==> src/rtl/mul_ctrl.sv <==
// Iterative shift-add multiply sequencer beside the execute stage.
// Retires STEP multiplier bits per cycle and commits the 2*WIDTH product to HI/LO.
module mul_ctrl #(
    parameter int unsigned WIDTH = 32,
    parameter int unsigned STEP  = 1
) (
    input  logic             clk,
    input  logic             rst,
    input  logic             start,
    input  logic             signed_op,
    input  logic             flush,
    input  logic [WIDTH-1:0] rs_data,
    input  logic [WIDTH-1:0] rt_data,
    output logic             busy,
    output logic             done,
    output logic [WIDTH-1:0] hi,
    output logic [WIDTH-1:0] lo
);

    localparam int unsigned NSTEP = WIDTH / STEP;
    localparam int unsigned CW    = $clog2(NSTEP + 1);
    localparam int unsigned PW    = 2 * WIDTH;
    localparam int unsigned SW    = WIDTH + STEP;

    typedef enum logic [1:0] {
        IDLE = 2'd0,
        RUN  = 2'd1,
        FIX  = 2'd2,
        DONE = 2'd3
    } state_t;

    state_t state, state_n;

    logic             load, step, commit;
    logic [WIDTH-1:0] mcand, mplier;
    logic [PW-1:0]    acc;
    logic [CW-1:0]    cnt;
    logic             neg;

    logic [WIDTH:0]   rs_ext, rt_ext, rs_abs, rt_abs;
    logic             neg_in;
    logic [SW-1:0]    sum;
    logic [PW-1:0]    prod;

    // Magnitudes are formed at WIDTH+1 bits so the most negative operand stays exact.
    always_comb begin
        rs_ext = {signed_op & rs_data[WIDTH-1], rs_data};
        rt_ext = {signed_op & rt_data[WIDTH-1], rt_data};
        rs_abs = rs_ext[WIDTH] ? -rs_ext : rs_ext;
        rt_abs = rt_ext[WIDTH] ? -rt_ext : rt_ext;
        neg_in = signed_op & (rs_data[WIDTH-1] ^ rt_data[WIDTH-1]);
    end

    // One partial product into the upper half; the max sum fits in WIDTH+STEP bits.
    always_comb begin
        sum  = SW'(acc[PW-1:WIDTH]) + SW'(mcand) * SW'(mplier[STEP-1:0]);
        prod = neg ? -acc : acc;
    end

    always_ff @(posedge clk or posedge rst) begin
        if (rst) begin
            state <= IDLE;
        end else begin
            state <= state_n;
        end
    end

    always_comb begin
        state_n = state;
        load    = 1'b0;
        step    = 1'b0;
        commit  = 1'b0;
        case (state)
            IDLE, DONE: begin
                state_n = IDLE;
                if (start && !flush) begin
                    load    = 1'b1;
                    state_n = RUN;
                end
            end
            RUN: begin
                if (flush) begin
                    state_n = IDLE;
                end else begin
                    step = 1'b1;
                    if (cnt == CW'(1)) begin
                        state_n = FIX;
                    end
                end
            end
            FIX: begin
                if (flush) begin
                    state_n = IDLE;
                end else begin
                    commit  = 1'b1;
                    state_n = DONE;
                end
            end
            default: state_n = IDLE;
        endcase
    end

    always_ff @(posedge clk or posedge rst) begin
        if (rst) begin
            mcand  <= '0;
            mplier <= '0;
            acc    <= '0;
            cnt    <= '0;
            neg    <= 1'b0;
            hi     <= '0;
            lo     <= '0;
            busy   <= 1'b0;
            done   <= 1'b0;
        end else begin
            busy <= (state_n == RUN) || (state_n == FIX);
            done <= (state_n == DONE);
            if (load) begin
                mcand  <= WIDTH'(rs_abs);
                mplier <= WIDTH'(rt_abs);
                neg    <= neg_in;
                acc    <= '0;
                cnt    <= CW'(NSTEP);
            end
            if (step) begin
                acc    <= {sum, acc[WIDTH-1:STEP]};
                mplier <= mplier >> STEP;
                cnt    <= cnt - CW'(1);
            end
            if (commit) begin
                {hi, lo} <= prod;
            end
        end
    end

endmodule

==> config.mk <==
export PLATFORM = sky130hd
export DESIGN_NAME = mul_ctrl
export DESIGN_NICKNAME = d
export VERILOG_FILES = /design/src/rtl/mul_ctrl.sv
export SDC_FILE = /design/constraint.sdc
export NUM_CORES = 1
export LEC_CHECK = 0
export ABC_AREA = 0
export CAP_MARGIN = 15
export CORE_MARGIN = 2
export CORE_UTILIZATION = 55
export CTS_BUF_LIST = sky130_fd_sc_hd__clkbuf_2 sky130_fd_sc_hd__clkbuf_4 sky130_fd_sc_hd__clkbuf_8
export CTS_CLUSTER_DIAMETER = 200
export DETAILED_ROUTE_END_ITERATION = 10
export PLACE_DENSITY = 0.76
export SYNTH_ARGS = -nofsm -noshare
export SYNTH_HDL_FRONTEND = slang
export SYNTH_SLANG_ARGS = --single-unit
export TNS_END_PERCENT = 30
==> constraint.sdc <==
create_clock -name clk -period 7.5 [get_ports clk]
set_input_delay 0.75 -clock clk [delete_from_list [all_inputs] [get_ports clk]]
set_output_delay 0.75 -clock clk [all_outputs]
set_load 0.005 [all_outputs]
==> metrics <==
syn_area_per_cell 8.55 sq um; CTS sink cnt 203; Hold WC Path Type register to register; mux share of post-synthesis cell area 0.331%; share of the synthesized area in the top cell type 42.0%; Synth area leaders dfrtp_1, o21ai_0, nand2_1; Power, Total 0.00305 W; Tot GR Track Use 24.0%; synth warn 0; FFs w/ async S/R, synth 100%; clk buf depth 3; Worst Tran Pin Value 1.08 ns; syn nets 1526; RSZ-0062 raised after global routing no; Iteration-0 DRC Markers 691; Arr. time, crit path 3.77 ns; simple-gate share of the synthesized area 20.7%; Die Y 152 um; Post-Synth Adder-Cell Area 4.30%; Core Util, Final 66.4%; Synth Flop Type dfrtp_1; wire length per cell 15.3 um; Netlist cell types 62; Startpoint Class register; Skew-Pair Late Insertion Delay 0.52 ns; Yosys top cell by area dfrtp_1; Post-CTS Setup Bufs 0; PostCTS Resize Cnt 0; CP Class register to register; number of global-route vias before repair 9716; Post-DP HPWL 19.7 mm; first-pass GRT wire length 47.6 mm; post-route ant nets 0; Power Dens Cells 212 mW/mm^2; initial core utilization 55.8%; # diodes 0; clk slew on worst S/H paths 0.06 ns; gpl congestion 0.895; VDD IR max 0.135 mV; 1st-pass router iterations 5; Static Leak 6.40 nW; Synth Area in XOR/XNOR 10.3%; layout net count 1628; Die Wd 152 um; Worst Skew 0.0134 ns; layout cells sized above 1 6.02%; Critical Path Fanout Max 9; Pins Over Slew Limit 0; CTS tree yes; Hold Fails Final Rpt 0; sequential area share after synthesis 42.0%; CTS Buf Count 37; Mapped Area 0.0121 sq mm; CTS Root Cell clkbuf_8; number of synthesized flops with an enable pin 0; Setup violations, final 0; via count 10322; final wirelength 27.9 mm; max_cap viols 0; cts hold-fix bufs 0; Compound-Gate Fraction of Synth Area 19.1%; TNS Setup 0 ns; outcome finished, final reports clean; FF+latch count, synth 203; pin count of the biggest net entering global routing 138; largest family of logic cells by synthesized area simple AND/OR/NAND/NOR gates; CP required 7.91 ns; Avg Vias per Cell 5.65; initial antenna violation count 0; final worst-path cycle share 44.9%; most frequent cell after synthesis nand2_1; fin crit period 3.37 ns; H-tree depth 2; DRC errors left 0; core area 0.0217 sq mm; Ports 135; Die ar. 0.0232 sq mm; crit end category register; num rows 54; GRT overflow 0; Post-Syn Instances 1416; synthesis-to-layout area growth 19.0%; Worst slew margin 27.7%; top cells by count, synth nand2_1, dfrtp_1, o21ai_0; port bufs 134; maximum clock rate 297 MHz
## cells by family (layout without fill, tap and decap cells)
logic type	after synthesis	after routing
AND/OR/NAND/NOR	527	527
buffers and inverters	106	236
multiplexers	4	4
AO/OA/AOI/OAI	392	392
XOR/XNOR	143	143
flip-flops	203	203
adder cells (fa/ha/maj)	41	41
## path summary, 6_finish.rpt
path	endpoint	from	slack, ns	cells after the start
setup reg to reg	acc[55]	mplier[0]	4.13	11
setup / recovery	acc[55]	mplier[0]	4.13	11
hold reg to reg	mcand[14]	mcand[14]	0.47	2
min in group asynchronous	hi[4]	rst	0.83	2
max in group asynchronous	neg	rst	5.23	3
hold / removal	mcand[14]	mcand[14]	0.47	2
## layout make-up
type,instances,area [sq um]
multi-input cells,1107,6660
fillers,1838,7290
flip-flops and latches,203,5080
inverters,28,113
repair buffers,141,1400
clock buffers,56,708
well taps,280,350
clock inverters,11,92.6
## worst max-delay path, cell delays in order, from the launching register on
cell	delay (ns)
dfrtp_1	0.49
and2_1	0.19
ha_1	0.19
inv_1	0.06
fa_1	0.40
nor2b_1	0.16
o2111ai_1	0.16
a21oi_1	0.37
o211ai_1	0.19
a211oi_1	0.57
o21ai_0	0.18
a32o_1	0.28
## stage by stage
stage,area [sq um],instances,setup WS (ns),hold slack (ns)
3_3_place_gp,13600,1758,3.91,0.454
5_1_grt,14400,1826,3.91,0.495
4_1_cts,14400,1825,4.15,0.474
3_5_place_dp,13600,1758,3.82,0.463
6_report,14400,1826,4.13,0.470
2_1_floorplan,12100,1416,1.21,0.439
## registers in the layout, indices dropped and copies added, names as in the netlist
register	cells
state	2
lo	32
busy	1
done	1
mcand	32
neg	1
cnt	6
acc	64
hi	32
mplier	32
## routing by layer
metal	wire length, um	GRT usage (%)	vias up
li1	-	-	5224
met1	13200	34.9	4775
met2	12700	38.0	281
met3	1450	3.58	42
met4	471	6.36	0
met5	0	0	-
## power breakdown
group	internal, W	switching, W
sequential	0.00120	0.000106
clock	0.000642	0.000467
combinational	0.000268	0.000367
total	0.00211	0.000940
## cell usage in the layout, fill, tap and decap left out, drive strengths merged, types with 54 or more instances in the layout
master         instances
dfrtp                203
nand3                 65
nor2                  67
a21oi                 78
clkdlybuf4s50        134
nand2                241
xor2                  89
o21ai                190
clkbuf                56
xnor2                 54
No activity file was read; power rests on OpenSTA's default activity.
